$ cat src/rtl/fetch_stall_queue_pkg.sv
// fetch_pkg: shared definitions for the instruction-fetch front end.
//   PC_WIDTH      default PC / address width
//   INSTR_BYTES   byte stride between sequential instructions
//   NOP           canonical no-op encoding (addi x0,x0,0)
//   fetch_entry_t one buffered fetch: the PC it came from and the word returned
package fetch_pkg;

  localparam int PC_WIDTH    = 64;
  localparam int INSTR_BYTES = 4;
  localparam logic [31:0] NOP = 32'h0000_0013;

  // The instruction FIFO stores entries packed as {pc, instr}, the same layout as this struct.
  typedef struct packed {
    logic [PC_WIDTH-1:0] pc;
    logic [31:0]         instr;
  } fetch_entry_t;

endpackage

$ cat src/rtl/fetch_stall_queue_if.sv
// fetch_stall_queue_if: request/response channel between the fetch unit and instruction memory.
//   imem_req_valid  fetch -> mem   request valid
//   imem_req_ready  mem -> fetch   request accepted this cycle
//   imem_addr       fetch -> mem   request address
//   imem_rsp_valid  mem -> fetch   response valid (in request order)
//   imem_rsp_data   mem -> fetch   instruction word
// master = fetch unit side, slave = memory side.
interface fetch_stall_queue_if
  import fetch_pkg::*;
#(
  parameter int N = PC_WIDTH
);

  logic         imem_req_valid;
  logic         imem_req_ready;
  logic [N-1:0] imem_addr;
  logic         imem_rsp_valid;
  logic [31:0]  imem_rsp_data;

  modport master (
    output imem_req_valid,
    output imem_addr,
    input  imem_req_ready,
    input  imem_rsp_valid,
    input  imem_rsp_data
  );

  modport slave (
    input  imem_req_valid,
    input  imem_addr,
    output imem_req_ready,
    output imem_rsp_valid,
    output imem_rsp_data
  );

endinterface

$ cat src/rtl/fetch_stall_queue_sync_fifo.sv
// sync_fifo: single-clock FIFO with synchronous clear.
//   clk    rising-edge clock
//   reset  asynchronous, active-low reset
//   clear  empties the FIFO this cycle (wins over push/pop)
//   push   write wdata at the tail (accepted when not full, or when full and popping)
//   wdata  data to write
//   pop    advance the head (ignored when empty)
//   rdata  current head entry
//   full   count == DEPTH
//   empty  count == 0
//   count  number of valid entries (clog2(DEPTH)+1 bits)
module sync_fifo #(
  parameter int WIDTH = 8,
  parameter int DEPTH = 4,
  localparam int PTR_W = $clog2(DEPTH),
  localparam int CNT_W = PTR_W + 1
) (
  input  logic             clk,
  input  logic             reset,
  input  logic             clear,
  input  logic             push,
  input  logic [WIDTH-1:0] wdata,
  input  logic             pop,
  output logic [WIDTH-1:0] rdata,
  output logic             full,
  output logic             empty,
  output logic [CNT_W-1:0] count
);

  logic [WIDTH-1:0] mem [DEPTH];
  logic [PTR_W-1:0] rd_ptr;
  logic [PTR_W-1:0] wr_ptr;
  logic             do_push;
  logic             do_pop;

  assign empty = (count == '0);
  assign full  = (count == CNT_W'(DEPTH));
  assign rdata = mem[rd_ptr];

  // A full FIFO may still take a push in the same cycle its head is popped.
  assign do_pop  = pop & ~empty & ~clear;
  assign do_push = push & (~full | do_pop) & ~clear;

  // Pointers are PTR_W bits wide, so with a power-of-2 DEPTH they wrap on their own.
  always_ff @(posedge clk or negedge reset) begin
    if (!reset) begin
      rd_ptr <= '0;
      wr_ptr <= '0;
      count  <= '0;
    end else if (clear) begin
      rd_ptr <= '0;
      wr_ptr <= '0;
      count  <= '0;
    end else begin
      if (do_push) wr_ptr <= wr_ptr + 1'b1;
      if (do_pop)  rd_ptr <= rd_ptr + 1'b1;
      count <= count + CNT_W'(do_push) - CNT_W'(do_pop);
    end
  end

  always_ff @(posedge clk) begin
    if (do_push) mem[wr_ptr] <= wdata;
  end

endmodule

$ cat src/rtl/fetch_stall_queue.sv
// fetch_stall_queue: instruction-fetch front end with hazard stall and branch-flush handling.
// Issues in-order requests to instruction memory, buffers returned words and drives the IF/ID register.
//   clk            rising-edge clock
//   reset          asynchronous, active-low reset
//   PCWrite        1 = fetch may advance PC, 0 = hold PC and issue nothing
//   DWrite         1 = IF/ID may load, 0 = IF/ID holds
//   flush          taken branch: redirect fetch to branch_target, discard everything in flight
//   branch_target  redirect address, valid with flush
//   imem           memory request/response channel (master side)
//   instr_D        IF/ID instruction
//   pc_D           IF/ID PC of instr_D
//   valid_D        IF/ID holds a real instruction (0 = bubble)
module fetch_stall_queue
  import fetch_pkg::*;
#(
  parameter int           N        = PC_WIDTH,
  parameter int           DEPTH    = 4,
  parameter logic [N-1:0] RESET_PC = '0
) (
  input  logic                clk,
  input  logic                reset,
  input  logic                PCWrite,
  input  logic                DWrite,
  input  logic                flush,
  input  logic [N-1:0]        branch_target,
  fetch_stall_queue_if.master imem,
  output logic [31:0]         instr_D,
  output logic [N-1:0]        pc_D,
  output logic                valid_D
);

  localparam int CNT_W = $clog2(DEPTH) + 1;

  logic [N-1:0]     pc;
  logic [CNT_W-1:0] outstanding;
  logic [CNT_W-1:0] drop;
  logic [CNT_W-1:0] fifo_count;
  logic [CNT_W:0]   in_use;
  logic             credit;
  logic             issue;
  logic             rsp;
  logic             keep_rsp;
  logic             pop;
  logic             tag_full;
  logic             tag_empty;
  logic             fifo_full;
  logic             fifo_empty;
  logic [N-1:0]     tag_pc;
  logic [N+31:0]    head;

  // Requests in flight plus words already buffered may never exceed DEPTH, so every
  // response is guaranteed a FIFO slot.
  assign in_use = {1'b0, outstanding} + {1'b0, fifo_count};
  assign credit = (in_use < (CNT_W+1)'(DEPTH));

  // Gated by reset so no request is presented while the unit is held in reset.
  assign imem.imem_req_valid = reset & PCWrite & ~flush & credit;
  assign imem.imem_addr      = pc;

  assign issue = imem.imem_req_valid & imem.imem_req_ready;
  assign rsp   = imem.imem_rsp_valid;

  // A response is kept only if it belongs to the current fetch stream.
  assign keep_rsp = rsp & ~flush & (drop == '0);
  assign pop      = DWrite & ~flush & ~fifo_empty;

  // Tag FIFO: remembers the PC of each request in flight. Its occupancy is the
  // outstanding-request count. It is never cleared by flush because responses to
  // pre-flush requests still arrive and must retire their tags.
  sync_fifo #(
    .WIDTH (N),
    .DEPTH (DEPTH)
  ) u_tag_fifo (
    .clk   (clk),
    .reset (reset),
    .clear (1'b0),
    .push  (issue),
    .wdata (pc),
    .pop   (rsp),
    .rdata (tag_pc),
    .full  (tag_full),
    .empty (tag_empty),
    .count (outstanding)
  );

  // Instruction FIFO: entries packed {pc, instr}. A word pushed this cycle only
  // becomes the head next cycle, giving the 1-cycle minimum rsp -> valid_D latency.
  sync_fifo #(
    .WIDTH (N + 32),
    .DEPTH (DEPTH)
  ) u_instr_fifo (
    .clk   (clk),
    .reset (reset),
    .clear (flush),
    .push  (keep_rsp),
    .wdata ({tag_pc, imem.imem_rsp_data}),
    .pop   (pop),
    .rdata (head),
    .full  (fifo_full),
    .empty (fifo_empty),
    .count (fifo_count)
  );

  // PC: redirect on flush, otherwise step one instruction per accepted request.
  always_ff @(posedge clk or negedge reset) begin
    if (!reset) begin
      pc <= RESET_PC;
    end else if (flush) begin
      pc <= branch_target;
    end else if (issue) begin
      pc <= pc + N'(INSTR_BYTES);
    end
  end

  // Drop counter: on flush every request still in flight after this cycle's response
  // becomes stale. Nothing issues in a flush cycle, so that is outstanding minus rsp.
  // Since stale requests are a subset of outstanding, drop stays within DEPTH.
  always_ff @(posedge clk or negedge reset) begin
    if (!reset) begin
      drop <= '0;
    end else if (flush) begin
      drop <= outstanding - CNT_W'(rsp);
    end else if (rsp && (drop != '0)) begin
      drop <= drop - 1'b1;
    end
  end

  // IF/ID register: bubble on flush or when nothing is buffered; data holds on a bubble.
  always_ff @(posedge clk or negedge reset) begin
    if (!reset) begin
      instr_D <= '0;
      pc_D    <= '0;
      valid_D <= 1'b0;
    end else if (flush) begin
      valid_D <= 1'b0;
    end else if (DWrite) begin
      if (!fifo_empty) begin
        pc_D    <= head[N+31:32];
        instr_D <= head[31:0];
        valid_D <= 1'b1;
      end else begin
        valid_D <= 1'b0;
      end
    end
  end

  rsp_needs_request: assert property (@(posedge clk) disable iff (!reset) rsp |-> !tag_empty);
  issue_has_tag_slot: assert property (@(posedge clk) disable iff (!reset) issue |-> !tag_full);
  push_has_fifo_slot: assert property (@(posedge clk) disable iff (!reset) keep_rsp |-> (!fifo_full || pop));

endmodule

$ cat src/flat_wrapper.sv
// flat-port wrapper written by rule: the top's interface ports become plain ports
module fetch_stall_queue_flat import fetch_pkg::*;
#(
  parameter int           N        = PC_WIDTH,
  parameter int           DEPTH    = 4,
  parameter logic [N-1:0] RESET_PC = '0
)
  (clk, reset, PCWrite, DWrite, flush, branch_target, instr_D, pc_D, valid_D, imem_imem_req_valid, imem_imem_addr, imem_imem_req_ready, imem_imem_rsp_valid, imem_imem_rsp_data);
  fetch_stall_queue_if #(.N(N)) imem_i ();
  input  logic clk;
  input  logic reset;
  input  logic PCWrite;
  input  logic DWrite;
  input  logic flush;
  input  logic [N-1:0] branch_target;
  output logic [31:0] instr_D;
  output logic [N-1:0] pc_D;
  output logic valid_D;
  output wire logic [$bits(imem_i.imem_req_valid)-1:0] imem_imem_req_valid;
  output wire logic [$bits(imem_i.imem_addr)-1:0] imem_imem_addr;
  input wire logic [$bits(imem_i.imem_req_ready)-1:0] imem_imem_req_ready;
  input wire logic [$bits(imem_i.imem_rsp_valid)-1:0] imem_imem_rsp_valid;
  input wire logic [$bits(imem_i.imem_rsp_data)-1:0] imem_imem_rsp_data;
  assign imem_imem_req_valid = imem_i.imem_req_valid;
  assign imem_imem_addr = imem_i.imem_addr;
  assign imem_i.imem_req_ready = imem_imem_req_ready;
  assign imem_i.imem_rsp_valid = imem_imem_rsp_valid;
  assign imem_i.imem_rsp_data = imem_imem_rsp_data;
  fetch_stall_queue #(.N(N), .DEPTH(DEPTH), .RESET_PC(RESET_PC)) u_core (.clk(clk), .reset(reset), .PCWrite(PCWrite), .DWrite(DWrite), .flush(flush), .branch_target(branch_target), .imem(imem_i), .instr_D(instr_D), .pc_D(pc_D), .valid_D(valid_D));
endmodule
$ cat config.mk
export PLATFORM = sky130hd
export DESIGN_NAME = fetch_stall_queue_flat
export DESIGN_NICKNAME = d
export VERILOG_FILES = /design/src/rtl/fetch_stall_queue_pkg.sv /design/src/rtl/fetch_stall_queue_if.sv /design/src/rtl/fetch_stall_queue_sync_fifo.sv /design/src/rtl/fetch_stall_queue.sv /design/src/flat_wrapper.sv
export SDC_FILE = /design/constraint.sdc
export NUM_CORES = 1
export LEC_CHECK = 0
export ABC_AREA = 1
export CORE_MARGIN = 5
export CORE_UTILIZATION = 55
export DETAILED_ROUTE_END_ITERATION = 8
export PLACE_DENSITY_LB_ADDON = 0.1
export SLEW_MARGIN = 10
export SYNTH_ARGS = -nofsm -noshare
export SYNTH_HDL_FRONTEND = slang
export SYNTH_SLANG_ARGS = --single-unit
$ cat constraint.sdc
create_clock -name clk -period 14.7 [get_ports clk]
set_clock_uncertainty 0.15 [all_clocks]
set_input_delay 4.41 -clock clk [delete_from_list [all_inputs] [get_ports clk]]
set_output_delay 4.41 -clock clk [all_outputs]
set_load 0.02 [all_outputs]
=== Yosys cells after proc, flatten, opt, wreduce, memory -nomap -nowiden ===
Memory sizes are Yosys's and may differ from the RTL's. A register that Yosys moved wholly into a read port is not among the register bits.
Cells that the tools add are included.

* Memories kept: 2
* Input port bits: 103
* Bits in writable memories: 640
* Register bits: 82
* Logic and storage cells: 75
* Output and inout bits: 162

{| class="wikitable"
|+ Memory list
! name !! words !! width !! read ports !! clocked after memory_dff !! write ports !! RTL line !! source
|-
| u_core.u_instr_fifo.mem || 4 || 96 || 1 || 1 || 1 || fetch_stall_queue_sync_fifo.sv:30 || <nowiki>logic [WIDTH-1:0] mem [DEPTH];</nowiki>
|-
| u_core.u_tag_fifo.mem || 4 || 64 || 1 || 0 || 1 || fetch_stall_queue_sync_fifo.sv:30 ||
|}

* Muxes and demuxes: 16
* Reduce and logical (&&, ||, !) cells: 12
* Equal/unequal tests: 2
* Bitwise operators: 21
* Magnitude comparators: 1
* Add/subtract/negate cells: 12

{| class="wikitable"
|+ Operators with widths
! kind !! number
|-
| $mux W64 || 2
|-
| $add A64 B3 Y64 const B || 1
|-
| $and A1 B1 Y1 || 14
|-
| $reduce_bool A2 Y1 || 5
|-
| $logic_not A3 Y1 || 3
|-
| $mux W3 || 3
|-
| $sub A3 B1 Y3 || 3
|-
| $add A2 B1 Y2 const B || 4
|-
| $mux W2 || 4
|-
| $mux W1 || 7
|-
| $add A3 B1 Y3 || 2
|-
| $eq A3 B3 Y1 const B || 2
|-
| $not A1 Y1 || 5
|-
| $add A3 B3 Y4 || 1
|-
| $lt A4 B3 Y1 const B || 1
|-
| $reduce_and A3 Y1 || 1
|-
| $reduce_bool A3 Y1 || 1
|-
| $sub A3 B1 Y3 const B || 1
|-
| $or A1 B1 Y1 || 2
|-
| $logic_and A1 B1 Y1 || 1
|-
| $logic_not A1 Y1 || 1
|}

=== Depth between registers and ports, before layout ===
Gate-level depths: netlist of the first run.

* Depth in word-level cells: 11
* Mapped depth: 13

=== By module ===
A second synthesis of the first run with hierarchy kept.

* Cells, all modules: 2916
* Area, all modules: 33492.1 um^2

{| class="wikitable"
|+ Modules (own cells, without submodules)
! module !! cells an instance !! area each (um^2) !! times used
|-
| sync_fifo at u_core.u_instr_fifo || 989 || 14787.9 || 1
|-
| sync_fifo at u_core.u_tag_fifo || 676 || 9909.5 || 1
|-
| fetch_stall_queue || 1251 || 8794.7 || 1
|}

=== Least setup slack after synthesis of the first run ===
Ideal clock, no wire load.

* Path type: input port to flip-flop
* From: input port flush
* To: memory u_core.u_instr_fifo.mem[0][0] in the netlist's numbering (enable)
* Path buffers: 1
* Slack: 4.952 ns
* Cell stages on the path: 4
* Data required time: 13.998 ns
* Arrival: 9.046 ns
* Path through: buf_2 > nor4_1 > nand2_1 > nor2_1

* Word-level cells in the longest chain between the ends: 10

{| class="wikitable"
|+ RTL lines
! what !! RTL line !! source
|-
| start: declaration || flat_wrapper.sv:14 || <nowiki>input logic flush;</nowiki>
|-
| $not A1 Y1 (no line) (*) || - ||
|-
| $and A1 B1 Y1 (2 in a row) || fetch_stall_queue.sv:65 || <nowiki>assign pop = DWrite & ~flush & ~fifo_empty;</nowiki>
|-
| $and A1 B1 Y1 (2 in a row) || fetch_stall_queue_sync_fifo.sv:41 || <nowiki>assign do_pop = pop & ~empty & ~clear;</nowiki>
|-
| $or A1 B1 Y1 || fetch_stall_queue_sync_fifo.sv:42 || <nowiki>assign do_push = push & (~full | do_pop) & ~clear;</nowiki>
|-
| $and A1 B1 Y1 || fetch_stall_queue_sync_fifo.sv:42 ||
|-
| $and A1 B1 Y1 (*) || fetch_stall_queue_sync_fifo.sv:42 ||
|-
| $mux W1 (*) || fetch_stall_queue_sync_fifo.sv:62 || <nowiki>if (do_push) mem[wr_ptr] <= wdata;</nowiki>
|-
| $mux W1 (not written as such) (*) || fetch_stall_queue_sync_fifo.sv:62 ||
|-
| end: declaration || fetch_stall_queue_sync_fifo.sv:30 ||
|}

Every way passes the cells marked *; elsewhere a longest branch is shown, timed or not.

=== Worst setup path in the final report of the first run ===
* From: input port flush
* To: output port imem_imem_req_valid

* Word-level cells in the longest chain between the ends: 3

{| class="wikitable"
|+ RTL lines
! what !! RTL line !! source
|-
| $not A1 Y1 (no line) || - ||
|-
| $and A1 B1 Y1 (2 in a row) || fetch_stall_queue.sv:57 || <nowiki>assign imem.imem_req_valid = reset & PCWrite & ~flush & credit;</nowiki>
|-
| end: declaration || flat_wrapper.sv:19 || <nowiki>output wire logic [$bits(imem_i.imem_req_valid)-1:0] imem_imem_req_valid;</nowiki>
|}

No other way between the ends.

==> reports/summary.log, run 1 <==
qor: clock_network.postCtsHoldBufs 0
qor: clock_network.clkTransAtPathRegs 0.06 ns
qor: clock_network.cts_resized 0
qor: drt.routed-via-count 22,153
qor: sta.timing.final.crit_share 74.1%
qor: finish.diodes 0
qor: global_routing.grt.overflow.total 0
qor: sta.grt_setup_unrepaired false
qor: finish.area_growth_syn_to_layout 17.9%
qor: finish.final_cell_area 0.0390 mm²
qor: clock_network.numClockSinks 818
qor: min_path.holdCritStartpoint u_core.pc_D[53]
qor: clock_network.cts.root.buffer_cell sky130_fd_sc_hd__clkbuf_16
qor: power_and_ir_drop.post-layout-total-power 6.98 mW
qor: place.placement.cell_area 0.0364 mm²
qor: sta.timing_hold_violations_final 0
qor: worst_setup_path.worst-r2r-setup-slack 10.77 ns
qor: worst_setup_path.worst-path-max-fanout 71
qor: worst_setup_path.startpoint_type input pin
qor: synthesis.synth_cell_type_count 38
qor: worst_setup_path.timing.critical_path.required 10.14 ns
qor: clock_network.worstSkewPairLatency 0.61 ns
qor: finish.layout.filler_cells 4,449
qor: synthesis.share_of_the_yosys_chip_area_belonging_to_registers 71.5%
qor: min_path.hold_path_class register to register
qor: clock_network.cts_tree done
qor: drt.drc_errors 0
qor: floorplanning.chipHeight 255 µm
qor: worst_setup_path.worst_r2r_startpoint u_core.u_instr_fifo.count[2]
qor: drt.vias_per_cell 5.63
qor: floorplanning.die_w 255 µm
qor: global_routing.first_global_vias 21,742
qor: synthesis.postSynth.asyncResetShare 21.8%
qor: floorplanning.initial_utilization 55.2%
qor: global_routing.gr-usage-all-layers 24.8%
qor: finish.instances_no_fill 3,932
qor: floorplanning.pin_count 265
qor: finish.drive_above_1_share 6.83%
qor: place.dp.final_hpwl 48.8 mm
qor: synthesis.most_used_flip_flop_cell_after_synthesis sky130_fd_sc_hd__edfxtp_1
qor: worst_setup_path.timing.critical_path.arrival 6.33 ns
qor: power_and_ir_drop.irDropWorstVdd 117 µV
qor: worst_setup_path.endpoint_kind primary output
qor: status.status complete, no violations
qor: place.gpl.final_weighted_congestion 0.912
qor: drt.detail_route.iter0.violations 2,033
qor: worst_setup_path.cp-startpoint flush
qor: worst_setup_path.path_class input pin to primary output
qor: power_and_ir_drop.power_leakage 13.9 nW
qor: sta.fin_crit 10.89 ns
qor: sta.tns 0 ns
qor: global_routing.grt_max_degree 109
qor: synthesis.syn_area_per_cell 11.6 µm²
qor: sta.max-slew-margin-rel 25.3%
qor: finish.nets 3,208
qor: clock_network.ctsLongestPathBuffers 3
qor: synthesis.synth-edff-count 640
qor: sta.fmax 91.8 MHz
qor: job.maxCapViolations 0
qor: global_routing.antenna_found_initial 0
qor: drt.wl_per_cell 20.9 µm
qor: floorplanning.die-area 0.0652 mm²
qor: global_routing.grt_pass1_wl 127 mm
qor: clock_network.cts_buffers 83
qor: synthesis.netlist_instances 2,859
qor: finish.final_cell_mix sky130_fd_sc_hd__nor2_1, sky130_fd_sc_hd__edfxtp_1, sky130_fd_sc_hd__o21ai_0, sky130_fd_sc_hd__nand2_1, sky130_fd_sc_hd__clkdlybuf4s50_1
qor: synthesis.synth-warning-count 0
qor: drt.route.antenna.remaining_nets 0
qor: synthesis.synth_seq_cells 818
qor: finish.layout_commonest_cell sky130_fd_sc_hd__nor2_1
qor: floorplanning.fp.coreArea 0.0600 mm²
qor: finish.layout.core_utilization 65.1%
qor: place.post-place-cells 3,781
qor: floorplanning.placement_rows 90
qor: place.buffer_ports.inserted 264
qor: sta.slew_violations 0
qor: clock_network.post-cts-setup-buffers 0
qor: drt.detail_route.wirelength 82.1 mm
qor: sta.worst_pin_slew 1.12 ns
qor: drt.detailedRoute.firstPassIterationCount 5
qor: power_and_ir_drop.power.density 179 mW/mm²
qor: synthesis.post_synth_instance_area 0.0331 mm²
qor: synthesis.syn-num-nets 2,983
qor: sta.timing.final.setup_violations 0
qor: clock_network.cts-htree-levels 3
-- per-stage QoR --
stage          hold slack [ns]  worst slack [ns]
5_1_grt                  0.431              3.71
4_1_cts                  0.400              3.83
6_report                 0.400              3.81
3_5_place_dp             0.382              3.83
3_3_place_gp             0.384              3.90
2_1_floorplan            0.372              4.95
-- power by group --
group | internal (mW) | switching, mW
registers | 2.90 | 0.241
clock network | 1.22 | 0.839
logic | 0.624 | 1.16
total | 4.74 | 2.24
-- registers in the layout (all words and copies together), names as in the netlist --
| signal | flops |
|---|---|
| u_core.u_tag_fifo.wr_ptr | 2 |
| u_core.valid_D | 1 |
| u_core.u_tag_fifo.rd_ptr | 2 |
| u_core.instr_D | 32 |
| u_core.imem.imem_addr | 64 |
| u_core.pc_D | 64 |
| u_core.u_instr_fifo.mem | 384 |
| u_core.drop | 3 |
| u_core.u_instr_fifo.count | 3 |
| u_core.u_instr_fifo.rd_ptr | 2 |
| u_core.u_tag_fifo.count | 3 |
| u_core.u_tag_fifo.mem | 256 |
| u_core.u_instr_fifo.wr_ptr | 2 |
-- cell usage after synthesis (11+ instances only) --
cell type	instances	area, µm²
sky130_fd_sc_hd__nand3_1	86	430
sky130_fd_sc_hd__xor2_1	15	131
sky130_fd_sc_hd__a31oi_1	100	626
sky130_fd_sc_hd__buf_2	60	300
sky130_fd_sc_hd__nand2_1	305	1140
sky130_fd_sc_hd__dfrtp_1	178	4450
sky130_fd_sc_hd__o21ai_0	349	1750
sky130_fd_sc_hd__edfxtp_1	640	19200
sky130_fd_sc_hd__nor2_1	716	2690
sky130_fd_sc_hd__o211ai_1	21	158
sky130_fd_sc_hd__nand4_1	11	68.8
sky130_fd_sc_hd__xnor2_1	18	158
sky130_fd_sc_hd__ha_1	19	238
sky130_fd_sc_hd__nor2_2	16	100
sky130_fd_sc_hd__inv_1	104	390
sky130_fd_sc_hd__clkbuf_1	78	293
sky130_fd_sc_hd__o22ai_1	64	400
sky130_fd_sc_hd__inv_2	12	45.0
-- cell families after synthesis --
logic type	count (synthesis)	synth area share, %
adder cells (fa/ha/maj)	21	0.839
XOR/XNOR	33	0.873
AND/OR/NAND/NOR	1169	14.3
buffers and inverters	265	3.25
flip-flops	818	71.5
AO/OA/AOI/OAI	553	9.25
-- cell type report --
class | instances | area [µm²] | area share [%]
clock buffers | 114 | 2340 | 5.98
clock inverters | 37 | 344 | 0.881
flip-flops and latches | 818 | 23700 | 60.6
well taps | 782 | 978 | 2.51
repair buffers | 288 | 2830 | 7.26
multi-input cells | 1776 | 8420 | 21.6
inverters | 117 | 448 | 1.15
-- routing by layer --
layer  routed length, µm  global-route usage, %  part of all wire [%]
met5                   0                      0                     0
met4                1860                   6.99                   2.3
met3                5160                   3.45                   6.3
met2               39600                   41.0                    48
met1               35500                   35.3                    43
-- path summary, 6_finish.rpt --
path                                                     end  cells after the start
worst min-delay path                         u_core.pc_D[53]                      2
worst min register to register               u_core.pc_D[53]                      2
min in group asynchronous                    u_core.pc_D[17]                      1
worst max-delay path                     imem_imem_req_valid                      6
worst max register to register  u_core.u_tag_fifo.mem[0][52]                      9
max in group asynchronous                    u_core.pc_D[60]                      2
-- worst max-delay path, stage by stage --
cell and delay [ns]:
sky130_fd_sc_hd__buf_2 0.07, sky130_fd_sc_hd__buf_4 0.58, sky130_fd_sc_hd__inv_2 0.42, sky130_fd_sc_hd__nand3_2 0.21, sky130_fd_sc_hd__nor2_4 0.06, sky130_fd_sc_hd__clkdlybuf4s50_1 0.54
(Power assumes the default switching activity.)
==> run 2: changes to the inputs <==
--- a/config.mk
+++ b/config.mk
@@ -7,7 +7,7 @@
 export LEC_CHECK = 0
 export ABC_AREA = 1
 export CORE_MARGIN = 5
-export CORE_UTILIZATION = 55
+export CORE_UTILIZATION = 52
 export DETAILED_ROUTE_END_ITERATION = 8
 export PLACE_DENSITY_LB_ADDON = 0.1
 export SLEW_MARGIN = 10
==> constraint.sdc (replaced) <==
create_clock -name clk -period 8.7 [get_ports clk]
set_clock_uncertainty 0.15 [all_clocks]
set_input_delay 2.61 -clock clk [delete_from_list [all_inputs] [get_ports clk]]
set_output_delay 2.61 -clock clk [all_outputs]
set_load 0.02 [all_outputs]
==> reports/summary.log, run 2 (synthesis results as in run 1) <==
qor: power_and_ir_drop.sw_frac_of_total 32.6% [was 32.1%]
qor: finish.layout_top_registers u_core.u_instr_fifo.mem: 384 flops, u_core.u_tag_fifo.mem: 256 flops [unchanged]
qor: drt.route.antenna.remaining_nets 0 [unchanged]
qor: finish.regMostFlops u_core.u_instr_fifo.mem [unchanged]
qor: floorplanning.die_w 262 µm [was 255 µm]
qor: finish.area_growth_syn_to_layout 18.3% [was 17.9%]
qor: sta.max-slew-margin-rel 21.7% [was 25.3%]
qor: clock_network.cts.root.buffer_cell sky130_fd_sc_hd__clkbuf_16 [unchanged]
qor: drt.wl_per_cell 20.7 µm [was 20.9 µm]
qor: drt.detail_route.wirelength 82.9 mm [was 82.1 mm]
qor: floorplanning.pin_count 265 [unchanged]
qor: clock_network.numClockSinks 818 [unchanged]
qor: finish.diodes 0 [unchanged]
qor: sta.timing.final.setup_violations 0 [unchanged]
qor: power_and_ir_drop.power.switching 3.85 mW [was 2.24 mW]
qor: sta.grt_setup_unrepaired false [unchanged]
qor: drt.detail_route.iter0.violations 1,915 [was 2,033]
qor: finish.largest_reg_flops 384 [unchanged]
qor: power_and_ir_drop.intPower 7.95 mW [was 4.74 mW]
qor: place.gpl.final_weighted_congestion 0.925 [was 0.912]
qor: sta.fin_crit 6.76 ns
qor: place.buffer_ports.inserted 264 [unchanged]
qor: drt.drc_errors 0 [unchanged]
qor: clock_network.ctsLongestPathBuffers 3 [unchanged]
qor: clock_network.cts_buffers 83 [unchanged]
qor: worst_setup_path.cp_cell_sequence buf_2, inv_2, nand3_2, nor2_4, clkdlybuf4s50_1 [was buf_2, buf_4, inv_2, nand3_2, nor2_4, clkdlybuf4s50_1]
qor: global_routing.grt.overflow.total 0 [unchanged]
qor: floorplanning.initial_utilization 52.5% [was 55.2%]
qor: power_and_ir_drop.power.density 301 mW/mm² [was 179 mW/mm²]
qor: clock_network.cts-htree-levels 3 [unchanged]
qor: worst_setup_path.timing.critical_path.required 5.94 ns [was 10.14 ns]
qor: floorplanning.chipHeight 262 µm [was 255 µm]
qor: clock_network.cts_tree done [unchanged]
qor: drt.detailedRoute.firstPassIterationCount 5 [unchanged]
qor: status.status complete, no violations [unchanged]
qor: worst_setup_path.worst-path-max-fanout 21 [was 71]
qor: finish.nets 3,211 [was 3,208]
qor: power_and_ir_drop.clock_network_power_share 29.3% [was 29.5%]
qor: finish.final_cell_mix sky130_fd_sc_hd__nor2_1, sky130_fd_sc_hd__edfxtp_1, sky130_fd_sc_hd__o21ai_0, sky130_fd_sc_hd__nand2_1, sky130_fd_sc_hd__clkdlybuf4s50_1 [unchanged]
qor: finish.drive_above_1_share 6.84% [was 6.83%]
qor: global_routing.gr-usage-all-layers 23.7% [was 24.8%]
qor: sta.tns 0 ns [unchanged]
qor: sta.timing_hold_violations_final 0 [unchanged]
qor: worst_setup_path.timing.critical_path.arrival 4.00 ns [was 6.33 ns]
qor: worst_setup_path.critical-path-slowest-cell sky130_fd_sc_hd__clkdlybuf4s50_1 [was sky130_fd_sc_hd__buf_4]
qor: floorplanning.die-area 0.0688 mm² [was 0.0652 mm²]
qor: global_routing.first_global_vias 22,002 [was 21,742]
qor: drt.vias_per_cell 5.58 [was 5.63]
qor: global_routing.grt_max_degree 108 [was 109]
qor: power_and_ir_drop.p_comb_share 25.6% [about the same]
qor: worst_setup_path.critPathMaxStageDelay 0.61 ns [was 0.58 ns]
qor: clock_network.post-cts-setup-buffers 0 [unchanged]
qor: worst_setup_path.startpoint_type input pin [unchanged]
qor: finish.layout.core_utilization 62.1% [was 65.1%]
qor: sta.slew_violations 0 [unchanged]
qor: place.dp.final_hpwl 50.3 mm [was 48.8 mm]
qor: global_routing.grt_pass1_wl 129 mm [was 127 mm]
qor: drt.routed-via-count 22,320 [was 22,153]
qor: worst_setup_path.path_class input pin to primary output [unchanged]
qor: clock_network.cts_resized 0 [unchanged]
qor: worst_setup_path.endpoint_kind primary output [unchanged]
qor: min_path.hold_path_class register to register [unchanged]
qor: clock_network.worstSkewPairLatency 0.62 ns [was 0.61 ns]
qor: clock_network.postCtsHoldBufs 0 [unchanged]
qor: floorplanning.placement_rows 92 [was 90]
qor: job.maxCapViolations 0 [unchanged]
qor: power_and_ir_drop.power_leakage 13.9 nW [about the same]
qor: sta.fmax 148 MHz
qor: power_and_ir_drop.irDropWorstVdd 168 µV [was 117 µV]
qor: sta.timing.final.crit_share 77.7%
qor: clock_network.clkTransAtPathRegs 0.06 ns [about the same]
qor: finish.layout_commonest_cell sky130_fd_sc_hd__nor2_1 [unchanged]
qor: floorplanning.fp.coreArea 0.0631 mm² [was 0.0600 mm²]
qor: sta.worst_pin_slew 1.17 ns [was 1.12 ns]
qor: global_routing.antenna_found_initial 0 [unchanged]
qor: power_and_ir_drop.power.share.sequential 45.1% [was 45.0%]
qor: power_and_ir_drop.post-layout-total-power 11.8 mW [was 6.98 mW]
-- run 2: stage by stage --
stage / cells / instance area, µm² / setup slack [ns] / hold slack [ns]
2_1_floorplan: 2859 / 33100 / 0.752 / 0.372
6_report: 4003 / 39200 / 1.94 / 0.399
5_1_grt: 4003 / 39200 / 1.88 / 0.420
3_5_place_dp: 3847 / 36500 / 1.93 / 0.392
3_3_place_gp: 3847 / 36500 / 1.95 / 0.384
4_1_cts: 4002 / 39100 / 1.93 / 0.405
-- run 2: critical path: cells and delay by family --
kind / cells / cell delay [ns]
buffers and inverters: 3 / 1.07
and+or+nand+nor: 2 / 0.30
-- run 2: layer usage --
layer  global-route usage [%]  up-vias  wire length [µm]  part of all wire, %
met5                        0        -                 0                    0
met4                     8.17        0              2520                  3.0
met3                     3.78      144              5240                  6.3
met2                     37.9      757             38900                   47
met1                     33.6    10976             36200                   44
li1                         -    10443                 -                    -
-- run 2: final cells by class --
| class | count | area [µm²] |
|---|---|---|
| multi-input combinational | 1776 | 8420 |
| inverter | 117 | 448 |
| clock buffer | 115 | 2290 |
| clock inverter | 40 | 373 |
| sequential | 818 | 23700 |
| timing repair buffer | 291 | 2890 |
| tap | 846 | 1060 |
| fill | 4967 | 23900 |
-- run 2: power groups by stage --
| stage | combinational (mW) | clock (mW) | sequential [mW] |
|---|---|---|---|
| detailed placement | 3.02 | 0 | 5.41 |
| floorplan | 1.53 | 0 | 5.52 |
| finish | 3.02 | 3.46 | 5.32 |
| global route | 3.32 | 3.69 | 5.38 |
| global placement | 2.93 | 0 | 5.39 |
| CTS | 3.03 | 3.53 | 5.33 |
-- run 2: path summary, 6_finish.rpt --
kind	start	end	cells past startpoint	slack, ns
max	flush	imem_imem_req_valid	5	1.94
min	u_core.instr_D[4]	u_core.instr_D[4]	2	0.40
max reg2reg	u_core.u_instr_fifo.count[1]	u_core.u_instr_fifo.mem[0][0]	7	5.31
min reg2reg	u_core.instr_D[4]	u_core.instr_D[4]	2	0.40
max in group asynchronous	reset	u_core.u_instr_fifo.rd_ptr[0]	3	4.82
min in group asynchronous	reset	u_core.pc_D[9]	1	1.73
